<file path="src/rtl/spi_miso_tx.sv">
// SPI slave transmit path for the display register block.
// Returns a status byte in the command slot of every 16-bit frame and, for
// register-read commands, the addressed register in the value slot.
// All state is clocked by the gated SPI clock, so nothing advances while SS
// is high; frame alignment after a partial frame is recovered only by reset.
module spi_miso_tx #(
  parameter int          BYTE_WIDTH    = 8,
  parameter int          NUM_REGISTERS = 10,
  parameter logic [3:0]  READ_CMD      = 4'b0010
) (
  input  logic                  rst_low_i,
  input  logic                  spi_rx_clk_c,
  input  logic                  spi_ss_i,
  input  logic                  spi_mosi_i,
  input  logic [BYTE_WIDTH-1:0] rd_data_i,
  output logic [3:0]            rd_addr_o,
  output logic                  spi_miso_o
);

  // Frame slots, decoded straight from the bit counter:
  //   state     | meaning
  //   CMD_SLOT  | count 0..7, command byte arriving, status byte leaving
  //   RESP_SLOT | count 8..15, value byte arriving, response byte leaving
  typedef enum logic {
    CMD_SLOT  = 1'b0,
    RESP_SLOT = 1'b1
  } slot_t;

  localparam logic [4:0] NUM_REGS_L = 5'(NUM_REGISTERS);
  localparam logic [3:0] LAST_CMD_BIT = 4'd7;
  localparam logic [3:0] LAST_BIT     = 4'd15;

  logic [3:0]            bit_cnt_r;
  // Only the seven most recent command bits are ever needed: the eighth
  // arrives on spi_mosi_i at the decode edge itself.
  logic [BYTE_WIDTH-2:0] cmd_shift_r;
  logic [BYTE_WIDTH-1:0] tx_shift_r;
  logic [3:0]            rd_count_r;
  logic [3:0]            last_cmd_r;

  slot_t                 slot;
  logic [BYTE_WIDTH-1:0] cmd_byte;
  logic [3:0]            cmd_nibble;
  logic                  is_read;
  logic                  addr_in_range;
  logic                  at_cmd_edge;
  logic                  at_frame_edge;
  logic [BYTE_WIDTH-1:0] status_byte;
  logic [BYTE_WIDTH-1:0] resp_byte;
  logic [BYTE_WIDTH-1:0] tx_next;

  assign slot          = bit_cnt_r[3] ? RESP_SLOT : CMD_SLOT;
  assign at_cmd_edge   = (bit_cnt_r == LAST_CMD_BIT);
  assign at_frame_edge = (bit_cnt_r == LAST_BIT);

  assign cmd_byte      = {cmd_shift_r, spi_mosi_i};
  assign cmd_nibble    = cmd_byte[BYTE_WIDTH-1 -: 4];
  assign rd_addr_o     = cmd_byte[3:0];
  assign is_read       = (cmd_nibble == READ_CMD);
  assign addr_in_range = ({1'b0, rd_addr_o} < NUM_REGS_L);

  // Nothing moves the bookkeeping between the decode edge and the frame
  // edge, so the registered values already describe the finished frame.
  assign status_byte = BYTE_WIDTH'({rd_count_r, last_cmd_r});

  assign spi_miso_o = spi_ss_i ? 1'b1 : tx_shift_r[BYTE_WIDTH-1];

  // Response byte chosen at the command decode edge.
  always_comb begin
    resp_byte = '0;
    if (is_read) begin
      resp_byte = addr_in_range ? rd_data_i : '1;
    end
  end

  // Next transmit shifter value: shift by default, reload at slot boundaries.
  always_comb begin
    tx_next = {tx_shift_r[BYTE_WIDTH-2:0], 1'b0};
    if (at_cmd_edge) begin
      tx_next = resp_byte;
    end else if (at_frame_edge) begin
      tx_next = status_byte;
    end
  end

  // Frame counter, command capture, transmit shifter and status bookkeeping.
  always_ff @(posedge spi_rx_clk_c or negedge rst_low_i) begin
    if (!rst_low_i) begin
      bit_cnt_r   <= '0;
      cmd_shift_r <= '0;
      tx_shift_r  <= '0;
      rd_count_r  <= '0;
      last_cmd_r  <= '0;
    end else begin
      bit_cnt_r  <= bit_cnt_r + 4'd1;
      tx_shift_r <= tx_next;
      if (slot == CMD_SLOT) begin
        cmd_shift_r <= cmd_byte[BYTE_WIDTH-2:0];
      end
      if (at_cmd_edge) begin
        last_cmd_r <= cmd_nibble;
        if (is_read) begin
          rd_count_r <= rd_count_r + 4'd1;
        end
      end
    end
  end

endmodule

</file>
<file path="config.mk">
export PLATFORM = sky130hd
export DESIGN_NAME = spi_miso_tx
export DESIGN_NICKNAME = d
export VERILOG_FILES = /design/src/rtl/spi_miso_tx.sv
export SDC_FILE = /design/constraint.sdc
export NUM_CORES = 1
export LEC_CHECK = 0
export ABC_CLOCK_PERIOD_IN_PS = 2300
export BUFFER_PORTS_ARGS = -buffer_cell sky130_fd_sc_hd__buf_2
export CELL_PAD_IN_SITES_DETAIL_PLACEMENT = 1
export CELL_PAD_IN_SITES_GLOBAL_PLACEMENT = 1
export CORE_ASPECT_RATIO = 0.5
export CORE_MARGIN = 3
export CORE_UTILIZATION = 41
export CTS_BUF_LIST = sky130_fd_sc_hd__clkbuf_16
export DETAILED_ROUTE_END_ITERATION = 8
export PLACE_DENSITY_LB_ADDON = 0.1
export SYNTH_ARGS = -nofsm -noshare
export SYNTH_HDL_FRONTEND = slang
export SYNTH_SLANG_ARGS = --single-unit
</file>
<file path="constraint.sdc">
create_clock -name spi_rx_clk_c -period 2.3 [get_ports spi_rx_clk_c]
set_clock_uncertainty 0.05 [all_clocks]
set_input_delay 0.46 -clock spi_rx_clk_c [delete_from_list [all_inputs] [get_ports spi_rx_clk_c]]
set_output_delay 0.46 -clock spi_rx_clk_c [all_outputs]
set_load 0.02 [all_outputs]
</file>
* Word level (Yosys, flattened, before mapping)
Index checks and enable logic that the tools add are counted.
** Word-level totals
- Memories :: 0
- Memory bits (writable) :: 0
- Bits of input ports :: 12
- Register bits after elaboration :: 27
- Memory bits (read-only) :: 0
- Latch bits :: 0
- Word-level logic and storage cells :: 18
- Output and inout port bits :: 5
** Operators by class
- Muxes and demuxes :: 6
- Div/mod/pow operators :: 0
- Multiply operators :: 0
- Bitwise logic cells :: 0
- $lt $le $gt $ge :: 1
- Shifts and indexed selects :: 0
- Add/subtract/negate cells :: 2
- Eq/ne operators :: 3
- Reduce and logical (&&, ||, !) cells :: 1
** Operators by type and width (number)
- two-way mux 8 bit :: 4
- adder 4 x 1 -> 4 bit (second input constant) :: 2
- == test 4 x 2 -> 1 bit (second input constant) :: 1
- == test 4 x 3 -> 1 bit (second input constant) :: 1
- == test 4 bit (second input constant) :: 1
- < comparator 4 bit (second input constant) :: 1
- two-way mux 1 bit :: 2
- AND reduction 2 bit :: 1

* Depth between registers and ports, before layout
Gate-level depths: netlist (run 1).
- Word-level depth :: 4
- Mapped depth :: 5
- Depth with buffers taken out :: 4

* Worst setup path before layout (run 1)
OpenSTA, ideal clock, no wires.
- Path type :: register to register
- Start point :: reg bit_cnt_r[0]
- End point :: reg rd_count_r[1]
- Arrival :: 1.326 ns
- Cell stages (with the launch flop) :: 6
- Setup slack :: 0.799 ns
- Period minus slack after synthesis :: 1.501 ns
- Buffers on the path :: 1
- Data required time :: 2.125 ns
- Setup time :: 0.125 ns
- Cells stage by stage :: dfrtp_1 -> ha_1 -> and3b_1 -> buf_6 -> nand3_4 -> mux2_4
** On the way
- Cells in the longest elaborated chain, start to end :: 2
** Ends and longest elaborated chain
- from (decl) :: RTL line 33 : logic [3:0] bit_cnt_r;
- from (signal assigned) :: RTL line 95 : bit_cnt_r <= bit_cnt_r + 4'd1;
- == test 4 x 3 -> 1 bit :: RTL line 53 : assign at_cmd_edge = (bit_cnt_r == LAST_CMD_BIT);
- AND reduction 2 bit (no source line)
- to (signal assigned) :: RTL line 103 : rd_count_r <= rd_count_r + 4'd1;
- to (decl) :: RTL line 38 : logic [3:0] rd_count_r;
No other way between the ends.
A chain may end at the register's enable or synchronous reset.

* Final worst setup path (run 1)
Ends and elaborated chain as after synthesis.

==> impl_results.md, run 1 <==
- Max Fclk: approximately 0.59 GHz
- Clock power share: 0.409
- Grt ovf: 0
- Combined global-route utilization of all metal layers: 0.155
- Total of endpoints with negative setup slack in the final report: 0
- Worst path cell trace: ha_1 > and3b_1 > nand3_4 > mux2_4
- Top fanout value on the critical path: 10
- Fin nets: between 100 and 150
- Setup CP Type: flop to flop
- Post-layout instance area: between 0.001 and 0.0015 mm^2
- Cell internal pwr: ~750 uW
- Cell area after synthesis: 0.00118 mm^2
- Area after detailed placement: 0.00125 mm^2
- Largest stage delay on the critical path: 0.39 ns
- Final critical-path share of the clock period: 0.737
- Syn Inst Count: 96
- Area of the core: 0.00267 mm^2
- Count of inserted antenna diode cells: 0
- Number of max-capacitance violations reported: 0
- Number of standard-cell rows in the floorplan: 13
- Area of the die: 0.00360 mm^2
- Most frequent cells in the layout: sky130_fd_sc_hd__dfrtp_1, sky130_fd_sc_hd__nand2_1, sky130_fd_sc_hd__buf_2
- Count of final max-slew check failures: 0
- CP required: 2.40 ns
- Die W: 81.9 um
- Hold-fix buffers at CTS: 0
- Initial standard-cell utilization of the core: 0.442
- Switching power share of the total: 0.213
- Number of top-level pins: 17
- Number of buffers added by the clock tree synthesis step: 3
- Hold violation count in the final report: 0
- Count of TritonRoute iterations in the first routing pass: 2
- Tightest Hold Check Type: input port to asynchronous set/reset pin
- Power per cell area: between 700 and 800 mW/mm^2
- Normalized max-slew margin: 0.589
- Clock latency of the later-clocked register in the worst-skew pair: 0.26 ns
- Syn_nets: between 100 and 150
- Detailed placer's ending HPWL: about 1.7 mm
- Kind of capture point of the worst setup path: flop
- Post-CTS Setup Inserts: 0
- Gp weighted congestion: 0.781
- Summed negative setup slack over all endpoints: 0 ns
- First-iteration detailed-routing DRC count: 24
- Total number of yosys warnings: 0
- Static leakage power: 0.613 nW
- Wire length reported by the detailed router: 2.41 mm
- Antenna violations before repair: 0
- Maximum resistive drop on vdd: between 300 and 400 uV
- H-tree levels: 1
- Total area of multi-input combinational cells: between 400 and 500 um^2
- Vias after detailed routing: 768
- Sink count of the clock tree: 27
- Buffer type at the clock tree root: sky130_fd_sc_hd__clkbuf_16
- Worst slack at placement: 0.610 ns
- Final standard cell utilization of the core: 0.499
- Share of power burned in combinational logic: 0.060
- Number of fill cells in the layout: 289
- Part of the Yosys area used for sequential elements: 0.573
- TritonCTS clock tree: yes
- Sequential standard cell area: 676 um^2
- Crit-path slowest cell: sky130_fd_sc_hd__and3b_1
- Leading cell type in the layout, fill and taps excluded: sky130_fd_sc_hd__dfrtp_1
- Synth Area per Inst: 12.3 um^2
- Setup slack after layout: 0.605 ns
- Ratio of cells with drive above 1 in the final layout: 0.321
- Routed length per placed instance: 16.5 um
- Die Ht: between 40 and 50 um
- Pin count of the biggest net entering global routing: 28
- Count of distinct cell types in the synthesized netlist: 23
- Unrepaired setup endpoints after global routing: false
- Run status: finished clean
- Clock tree buffer depth: 2
- Critical Path Source Type: flop
- Post-CTS clock slew at the launch and capture registers of the worst setup and hold paths: 0.07 ns
- Number of gates resized after cts: 0
- Count of state elements after synthesis: 27
- Layout overhead on the synthesized area: 12.8%
- Share of power burned in registers: 0.531
- Via count of the first global-routing pass: 828
- Data arrival time of the critical path: ~1.8 ns
- Number of buffers added on ports: 16
- Average via count per standard cell: 5.26
- Wire length of the first global-routing pass: 4.11 mm
- Min cycle time layout: 1.69 ns
- Tightest Pin Transition: 0.616 ns
- Number of routed nets with antenna violations: 0
- DRC: 0
- Net switching power figure: 202 uW
[through the flow]
step	hold WS (ns)	std cells	power, mW
after global routing	0.199	146	0.996
after detailed placement	0.404	142	0.572
after CTS	0.173	146	0.961
after floorplan	0.114	96	0.544
final	0.157	146	0.951
after global placement	0.385	142	0.566
[worst paths after layout]
path	start	endpoint	slack [ns]	cells past startpoint
max in group asynchronous	rst_low_i	last_cmd_r[2]	1.63	1
worst max-delay path	bit_cnt_r[0]	rd_count_r[1]	0.61	4
min in group spi_rx_clk_c	spi_mosi_i	cmd_shift_r[0]	0.39	2
worst max register to register	bit_cnt_r[0]	rd_count_r[1]	0.61	4
worst min register to register	bit_cnt_r[0]	bit_cnt_r[0]	0.42	1
worst min-delay path	rst_low_i	tx_shift_r[3]	0.16	1
[power groups by stage]
stage	combinational, mW	clock (mW)	sequential [mW]
global placement	0.0544	0	0.512
finish	0.0570	0.389	0.505
global route	0.0646	0.425	0.507
CTS	0.0584	0.398	0.505
floorplan	0.0348	0	0.509
detailed placement	0.0578	0	0.514
[synthesized netlist by cell type]
library cell	number	area, um^2
sky130_fd_sc_hd__buf_6	2	22.5
sky130_fd_sc_hd__inv_1	1	3.75
sky130_fd_sc_hd__nor3_2	1	10.0
sky130_fd_sc_hd__mux2_2	11	124
sky130_fd_sc_hd__nand2_1	16	60.1
sky130_fd_sc_hd__ha_1	2	25.0
sky130_fd_sc_hd__nand3_4	1	17.5
sky130_fd_sc_hd__buf_1	1	3.75
sky130_fd_sc_hd__and3b_1	1	8.76
sky130_fd_sc_hd__o22ai_1	1	6.26
sky130_fd_sc_hd__xor2_1	1	8.76
sky130_fd_sc_hd__o21a_1	1	7.51
sky130_fd_sc_hd__nand3_1	1	5.00
sky130_fd_sc_hd__xnor2_1	4	35.0
sky130_fd_sc_hd__nor2_1	8	30.0
sky130_fd_sc_hd__and3_1	1	6.26
sky130_fd_sc_hd__or2_2	1	6.26
sky130_fd_sc_hd__buf_4	4	30.0
sky130_fd_sc_hd__nand4_1	2	12.5
sky130_fd_sc_hd__mux2_4	1	15.0
sky130_fd_sc_hd__o221ai_1	7	61.3
sky130_fd_sc_hd__buf_2	1	5.00
sky130_fd_sc_hd__dfrtp_1	27	676
[state kept, by name, summed over array words and instances (netlist names)]
signal / flops
rd_count_r: 4
bit_cnt_r: 4
cmd_shift_r: 7
tx_shift_r: 8
last_cmd_r: 4
[final cells by class]
class / count / share of cell area
timing repair buffer: 17 / 0.0658
clock inverter: 1 / 0.00282
clock buffer: 3 / 0.0564
multi-input combinational: 60 / 0.330
sequential: 27 / 0.508
tap: 37 / 0.0348
inverter: 1 / 0.00282
[kinds of logic after synthesis]
group | share of synthesized area
buf+inv | 0.0551
mux | 0.118
simple gates | 0.133
compound gates | 0.0636
fa+ha+maj | 0.0212
flops | 0.573
xor+xnor | 0.0371
[per-layer routing]
metal | track usage | up-vias | wire [um]
met3 | 0.0498 | 4 | 108
li1 | - | 357 | -
met5 | 0 | - | 0
met4 | 0.0298 | 0 | 22
met1 | 0.196 | 391 | 1100
met2 | 0.266 | 16 | 1180
[critical path, delay by kind of cell (launching register included)]
family / cells / cell delay [ns]
multiplexers: 1 / 0.33
adder cells (fa/ha/maj): 1 / 0.22
flip-flops: 1 / 0.38
AND/OR/NAND/NOR: 2 / 0.60
Power figures use the tool's default switching activity.
==> run 2, diff against run 1 <==
--- a/config.mk
+++ b/config.mk
@@ -5,7 +5,7 @@
 export SDC_FILE = /design/constraint.sdc
 export NUM_CORES = 1
 export LEC_CHECK = 0
-export ABC_CLOCK_PERIOD_IN_PS = 2300
+export ABC_CLOCK_PERIOD_IN_PS = 1650
 export BUFFER_PORTS_ARGS = -buffer_cell sky130_fd_sc_hd__buf_2
 export CELL_PAD_IN_SITES_DETAIL_PLACEMENT = 1
 export CELL_PAD_IN_SITES_GLOBAL_PLACEMENT = 1
==> constraint.sdc (replaced) <==
create_clock -name spi_rx_clk_c -period 1.65 [get_ports spi_rx_clk_c]
set_clock_uncertainty 0.05 [all_clocks]
set_input_delay 0.33 -clock spi_rx_clk_c [delete_from_list [all_inputs] [get_ports spi_rx_clk_c]]
set_output_delay 0.33 -clock spi_rx_clk_c [all_outputs]
set_load 0.02 [all_outputs]
==> impl_results.md, run 2 (same netlist as run 1, synthesis figures left out) <==
- Min cycle time layout: 1.58 ns (-0.117 ns)
- Top fanout value on the critical path: 9 (-1)
- Worst slack at placement: 0.0340 ns (-0.576 ns)
- Grt ovf: 0 (unchanged)
- Data arrival time of the critical path: 1.64 ns (-0.16 ns)
- Total of endpoints with negative setup slack in the final report: 0 (unchanged)
- Tightest Hold Check Type: input port to asynchronous set/reset pin
- Fin nets: 125 (+0.81%)
- Worst path cell trace: ha_1 > and3b_2 > nand3_4 > buf_4 > o221ai_1
- Hold violation count in the final report: 0 (unchanged)
- Crit-path slowest cell: sky130_fd_sc_hd__dfrtp_1
- Die Ht: 43.9 um (unchanged)
- Most frequent cells in the layout: sky130_fd_sc_hd__dfrtp_1, sky130_fd_sc_hd__nand2_1, sky130_fd_sc_hd__buf_2
- Final critical-path share of the clock period: 0.956 (+0.219)
- Normalized max-slew margin: 0.600 (+0.0113)
- Area of the core: 0.00267 mm^2 (unchanged)
- Clock tree buffer depth: 2 (unchanged)
- First-iteration detailed-routing DRC count: 45 (+88%)
- Max reg flops: 8 (unchanged)
- Layout overhead on the synthesized area: 13.9%
- Cell family with most CP delay: simple AND/OR/NAND/NOR gates
- Count of inserted antenna diode cells: 0 (unchanged)
- Count of TritonRoute iterations in the first routing pass: 4 (+2)
- Ratio of cells with drive above 1 in the final layout: 0.345 (+0.0244)
- Filler-free cell count of the finished design: 147 (+0.68%)
- Count of final max-slew check failures: 0 (unchanged)
- Initial standard-cell utilization of the core: 0.442 (unchanged)
- Detailed placer's ending HPWL: 1.72 mm (-1.3%)
- Via count of the first global-routing pass: 813 (-1.8%)
- Static leakage power: 0.612 nW (-0.27%)
- Count of buffering cells on the critical path with inverters included: 1 (+1)
- Max Fclk: 0.634 GHz (+7.4%)
- Sequential standard cell area: 676 um^2 (unchanged)
- DRC: 0 (unchanged)
- Post-CTS clock slew at the launch and capture registers of the worst setup and hold paths: 0.07 ns (about the same)
- Die W: 81.9 um (unchanged)
- Summed negative setup slack over all endpoints: 0 ns (unchanged)
- Routed length per placed instance: 16.0 um (-3.2%)
- Hold-fix buffers at CTS: 0 (unchanged)
- Critical Path Source Type: flop
- Kind of capture point of the worst setup path: flop
- Clock latency of the later-clocked register in the worst-skew pair: 0.26 ns (about the same)
- Area after detailed placement: 0.00126 mm^2 (+0.60%)
- Leading cell type in the layout, fill and taps excluded: sky130_fd_sc_hd__dfrtp_1
- Largest stage delay on the critical path: 0.40 ns (about the same)
- Post-layout instance area: 0.00134 mm^2 (+0.94%)
- Number of routed nets with antenna violations: 0 (unchanged)
- Sink count of the clock tree: 27 (unchanged)
- Average via count per standard cell: 5.10 (-3.0%)
- Gp weighted congestion: 0.733 (-6.2%)
- Number of standard-cell rows in the floorplan: 13 (unchanged)
- Total area of multi-input combinational cells: 440 um^2 (+0.28%)
- Number of fill cells in the layout: 290 (+0.35%)
- Run status: finished clean
- Buffer type at the clock tree root: sky130_fd_sc_hd__clkbuf_16
- Maximum resistive drop on vdd: 451 uV (+44%)
- Total placed cells including tap cells: 143 (+0.70%)
- Final standard cell utilization of the core: 0.504 (+0.00469)
- Largest Register: tx_shift_r
- Wire length reported by the detailed router: 2.35 mm (-2.5%)
- Number of buffers added by the clock tree synthesis step: 3 (unchanged)
- CP required: 1.71 ns (-0.69 ns)
- Power per cell area: 992 mW/mm^2 (+39%)
- Number of top-level pins: 17 (unchanged)
- Combined global-route utilization of all metal layers: 0.149 (-0.00654)
- TritonCTS clock tree: yes
- Area of the die: 0.00360 mm^2 (unchanged)
- Setup slack after layout: 0.0725 ns (-0.533 ns)
- Antenna violations before repair: 0 (unchanged)
- Tightest Pin Transition: 0.599 ns (-0.0170 ns)
- Largest registers: tx_shift_r: 8 flops, cmd_shift_r: 7 flops
- Unrepaired setup endpoints after global routing: false
- Number of max-capacitance violations reported: 0 (unchanged)
- Setup CP Type: flop to flop
- Pin count of the biggest net entering global routing: 28 (unchanged)
- H-tree levels: 1 (unchanged)
- Vias after detailed routing: 750 (-2.3%)
- Number of buffers added on ports: 16 (unchanged)
- Wire length of the first global-routing pass: 3.84 mm (-6.6%)
-- run 2: cell count changes in the layout (fill, tap and decap cells not counted), sizes merged --
cell,delta
clkinvlp,+1
buf,+1
inv,-1
-- run 2: path summary, 6_finish.rpt --
| kind | from | endpoint | slack, ns | cells past startpoint |
|---|---|---|---|---|
| worst max-delay path | bit_cnt_r[0] | tx_shift_r[6] | 0.07 | 5 |
| worst min-delay path | rst_low_i | tx_shift_r[7] | 0.02 | 1 |
| worst max register to register | bit_cnt_r[0] | tx_shift_r[6] | 0.07 | 5 |
| worst min register to register | bit_cnt_r[0] | bit_cnt_r[0] | 0.41 | 1 |
| max in group asynchronous | rst_low_i | cmd_shift_r[6] | 1.14 | 1 |
| min in group spi_rx_clk_c | spi_mosi_i | cmd_shift_r[0] | 0.26 | 2 |
-- run 2: through the flow --
| step | power [mW] | hold slack [ns] |
|---|---|---|
| floorplan | 0.758 | -0.0156 |
| detailed placement | 0.796 | 0.322 |
| CTS | 1.35 | 0.0443 |
| global route | 1.39 | 0.0634 |
| finish | 1.33 | 0.0211 |
| global placement | 0.790 | 0.301 |
-- run 2: where the power goes --
group	total [mW]	internal, mW	leakage, nW	switching (mW)
Combinational	0.0784	0.0345	0.237	0.0439
Clock	0.552	0.329	0.0371	0.223
Sequential	0.703	0.685	0.337	0.0185
-- run 2: timing repair --
| item | 4_1_cts | 5_1_grt |
|---|---|---|
| endpoints found under the setup margin | 1 | 0 |
| setup buffers | 0 | 0 |
| endpoints found under the hold margin | 0 | 0 |
| gates resized for setup | 1 | 0 |
-- run 2: layout make-up --
| class | instances | share of cell area |
|---|---|---|
| Sequential cell | 27 | 0.503 |
| Multi-Input combinational cell | 60 | 0.328 |
| Timing Repair Buffer | 18 | 0.0708 |
| Clock buffer | 3 | 0.0559 |
| Tap cell | 37 | 0.0345 |
| Clock inverter | 1 | 0.00559 |
| Inverter | 1 | 0.00279 |
-- run 2: per-layer routing --
layer  wire (um)  global-route usage
met5           0                   0
met1        1120               0.188
met4           0              0.0397
met3          83              0.0498
met2        1140               0.247
==> run 3, diff against run 2 <==
--- a/config.mk
+++ b/config.mk
@@ -5,13 +5,14 @@
 export SDC_FILE = /design/constraint.sdc
 export NUM_CORES = 1
 export LEC_CHECK = 0
-export ABC_CLOCK_PERIOD_IN_PS = 1650
+export ABC_AREA = 1
+export ABC_CLOCK_PERIOD_IN_PS = 1400
 export BUFFER_PORTS_ARGS = -buffer_cell sky130_fd_sc_hd__buf_2
 export CELL_PAD_IN_SITES_DETAIL_PLACEMENT = 1
 export CELL_PAD_IN_SITES_GLOBAL_PLACEMENT = 1
 export CORE_ASPECT_RATIO = 0.5
 export CORE_MARGIN = 3
-export CORE_UTILIZATION = 41
+export CORE_UTILIZATION = 37
 export CTS_BUF_LIST = sky130_fd_sc_hd__clkbuf_16
 export DETAILED_ROUTE_END_ITERATION = 8
 export PLACE_DENSITY_LB_ADDON = 0.1
==> constraint.sdc (replaced) <==
create_clock -name spi_rx_clk_c -period 1.4 [get_ports spi_rx_clk_c]
set_clock_uncertainty 0.05 [all_clocks]
set_input_delay 0.28 -clock spi_rx_clk_c [delete_from_list [all_inputs] [get_ports spi_rx_clk_c]]
set_output_delay 0.28 -clock spi_rx_clk_c [all_outputs]
set_load 0.02 [all_outputs]
==> impl_results.md, run 3 <==
- Antenna violations before repair: 0 (unchanged)
- Fraction of synthesized cell area taken by the top area cell type: 0.529 (-0.0432)
- Post-layout instance area: 0.00153 mm^2 (+14%)
- Net switching power figure: 351 uW (+23%)
- Wire length of the first global-routing pass: 4.60 mm (+20%)
- Setup CP Type: flop to output pin
- Die Ht: 47.5 um (+8.2%)
- Worst path cell trace: or2_2 > buf_2
- Wire length reported by the detailed router: 2.63 mm (+12%)
- Clock tree buffer depth: 2 (unchanged)
- Total number of yosys warnings: 0 (unchanged)
- Number of buffers added on ports: 16 (unchanged)
- Run status: finished clean
- Min cycle time layout: 1.35 ns
- Area of the die: 0.00423 mm^2 (+18%)
- DRC: 0 (unchanged)
- Synth area leaders: sky130_fd_sc_hd__dfrtp_1, sky130_fd_sc_hd__nand2_1, sky130_fd_sc_hd__inv_1
- Largest Register: tx_shift_r
- Total area of multi-input combinational cells: 502 um^2 (+14%)
- Die W: 89.1 um (+8.8%)
- Crit-path slowest cell: sky130_fd_sc_hd__dfrtp_1
- Largest stage delay on the critical path: 0.35 ns (-0.05 ns)
- Buffer type at the clock tree root: sky130_fd_sc_hd__clkbuf_16
- Detailed placer's ending HPWL: 1.96 mm (+14%)
- Sink count of the clock tree: 27 (unchanged)
- Cell internal pwr: 1.24 mW (+18%)
- Maximum resistive drop on vdd: 401 uV (-11%)
- Part of the Yosys area used for sequential elements: 0.529 (-0.0432)
- Summed negative setup slack over all endpoints: 0 ns (unchanged)
- Number of enable flip-flop cells after synthesis: 0 (unchanged)
- Number of buffers added by the clock tree synthesis step: 3 (unchanged)
- Gp weighted congestion: 0.724 (-1.2%)
- Syn Inst Count: 153 (+59%)
- Count of final max-slew check failures: 0 (unchanged)
- Routed length per placed instance: 12.1 um (-24%)
- CP required: 1.07 ns (-0.64 ns)
- Total placed cells including tap cells: 208 (+45%)
- Power per cell area: 1040 mW/mm^2 (+4.9%)
- Syn_nets: 167 (+52%)
- First-iteration detailed-routing DRC count: 7 (-84%)
- Dominant register cell in the synthesized netlist: sky130_fd_sc_hd__dfrtp_1
- Share of power burned in registers: 0.519 (-0.008)
- Max Fclk: 0.739 GHz
- Count of distinct cell types in the synthesized netlist: 20 (-13%)
- Critical Path Source Type: flop
- Pin count of the biggest net entering global routing: 28 (unchanged)
- Unrepaired setup endpoints after global routing: false
- Most frequent cells in the layout: sky130_fd_sc_hd__nand2_1, sky130_fd_sc_hd__dfrtp_1, sky130_fd_sc_hd__buf_2
- Average via count per standard cell: 4.59 (-9.9%)
- Max reg flops: 8 (unchanged)
- Post-synthesis async set-or-reset flop share: 1.00 (unchanged)
- Fin nets: 192 (+54%)
- Number of routed nets with antenna violations: 0 (unchanged)
- Synth Area per Inst: 8.34 um^2 (-32%)
- Cell family with most CP delay: flip-flops
- Data arrival time of the critical path: 1.02 ns (-0.62 ns)
- Leading cell types by count after synthesis: sky130_fd_sc_hd__nand2_1, sky130_fd_sc_hd__dfrtp_1, sky130_fd_sc_hd__inv_1, sky130_fd_sc_hd__a21boi_1
- Largest registers: tx_shift_r: 8 flops, cmd_shift_r: 7 flops
- Ratio of cells with drive above 1 in the final layout: 0.220 (-0.125)
- Tightest Pin Transition: 0.357 ns (-0.243 ns)
- Count of inserted antenna diode cells: 0 (unchanged)
- Worst hold margin: 0.180 ns (+0.159 ns)
- Layout overhead on the synthesized area: 19.6%
- Count of state elements after synthesis: 27 (unchanged)
- TritonCTS clock tree: yes
- Area of the core: 0.00315 mm^2 (+18%)
- Normalized max-slew margin: 0.762 (+0.162)
- Sequential standard cell area: 676 um^2 (unchanged)
- Hold violation count in the final report: 0 (unchanged)
- Switching power share of the total: 0.221 (+0.00701)
- Vias after detailed routing: 997 (+33%)
- Grt ovf: 0 (unchanged)
- Cell area after synthesis: 0.00128 mm^2 (+8.2%)
- Cell accounting for the most synthesized area: sky130_fd_sc_hd__dfrtp_1
- Count of buffering cells on the critical path with inverters included: 1 (unchanged)
- Total of endpoints with negative setup slack in the final report: 0 (unchanged)
- Area after detailed placement: 0.00140 mm^2 (+11%)
- Leading cell type in the layout, fill and taps excluded: sky130_fd_sc_hd__nand2_1
- Clock power share: 0.410 (-0.004)
- Post-CTS clock slew at the launch and capture registers of the worst setup and hold paths: 0.07 ns (about the same)
- Number of standard-cell rows in the floorplan: 14 (+1)
- Tightest Hold Check Type: input port to flop
- Filler-free cell count of the finished design: 217 (+48%)
- Static leakage power: 0.867 nW (+42%)
- Kind of capture point of the worst setup path: output pin
- H-tree levels: 1 (unchanged)
- Number of top-level pins: 17 (unchanged)
- Combined global-route utilization of all metal layers: 0.141 (-0.00802)
- Via count of the first global-routing pass: 992 (+22%)
- Count of TritonRoute iterations in the first routing pass: 2 (-2)
- Final critical-path share of the clock period: 0.967
- Initial standard-cell utilization of the core: 0.405 (-0.0375)
- Clock latency of the later-clocked register in the worst-skew pair: 0.26 ns (about the same)
- Number of fill cells in the layout: 391 (+35%)
- Most frequent cell after synthesis: sky130_fd_sc_hd__nand2_1
- Number of max-capacitance violations reported: 0 (unchanged)
- Top fanout value on the critical path: 1 (-8)
- Share of power burned in combinational logic: 0.071 (+0.012)
[run 3: logic make-up after synthesis]
| family | share of synthesized area |
|---|---|
| compound gates | 0.0765 |
| fa+ha+maj | 0.0196 |
| flops | 0.529 |
| simple gates | 0.286 |
| buf+inv | 0.0814 |
| xor+xnor | 0.00686 |
[run 3: worst paths after layout]
| path | start | end | slack, ns | depth (start not counted) |
|---|---|---|---|---|
| min in group asynchronous | rst_low_i | rd_count_r[1] | 0.50 | 3 |
| worst min-delay path | spi_mosi_i | cmd_shift_r[0] | 0.18 | 3 |
| max in group asynchronous | rst_low_i | tx_shift_r[1] | 0.54 | 3 |
| worst min register to register | last_cmd_r[0] | tx_shift_r[0] | 0.45 | 2 |
| worst max-delay path | tx_shift_r[7] | spi_miso_o | 0.05 | 2 |
| worst max register to register | bit_cnt_r[0] | tx_shift_r[5] | 0.12 | 7 |
[run 3: per-stage QoR]
step / utilization / setup slack [ns] / power (mW)
after floorplan: - / 0.145 / 0.901
after global placement: 0.444 / 0.0458 / 0.949
after detailed placement: 0.444 / 0.00598 / 0.953
after CTS: 0.480 / 0.0393 / 1.60
after global routing: 0.484 / 0.00311 / 1.66
final: 0.484 / 0.0466 / 1.59
[run 3: power by group through the flow]
stage / Clock (mW) / Combinational [mW] / Sequential (mW)
6_report: 0.652 / 0.113 / 0.825
5_1_grt: 0.698 / 0.131 / 0.828
4_1_cts: 0.663 / 0.116 / 0.825
3_5_place_dp: 0 / 0.113 / 0.840
3_3_place_gp: 0 / 0.110 / 0.839
2_1_floorplan: 0 / 0.0670 / 0.834
[run 3: tightest hold or removal path, stage by stage]
cell and delay (ns):
sky130_fd_sc_hd__buf_2 0.09, sky130_fd_sc_hd__nand2_1 0.05, sky130_fd_sc_hd__nand2_1 0.05
[run 3: final cells by class]
type / count / area share
inverter: 18 / 0.0451
multi-input combinational: 103 / 0.329
tap: 40 / 0.0328
clock buffer: 3 / 0.0492
clock inverter: 1 / 0.00328
timing repair buffer: 25 / 0.0984
sequential: 27 / 0.443
[run 3: routing by layer]
layer  vias up  routed length [um]  GRT usage
met1       473                1310      0.192
met5         -                   0          0
met2        10                1240      0.248
met3         2                  67     0.0309
li1        512                   -          -
met4         0                   8    0.00890
[run 3: timing repair]
action / CTS / global route
endpoints found under the hold margin: 27 / 0
setup endpoints to repair: 1 / 12
pin swaps: 1 / 0
gates cloned: 0 / 0
gates resized for setup: 0 / 2
setup buffers: 3 / 1
hold buffers: 1 / 0
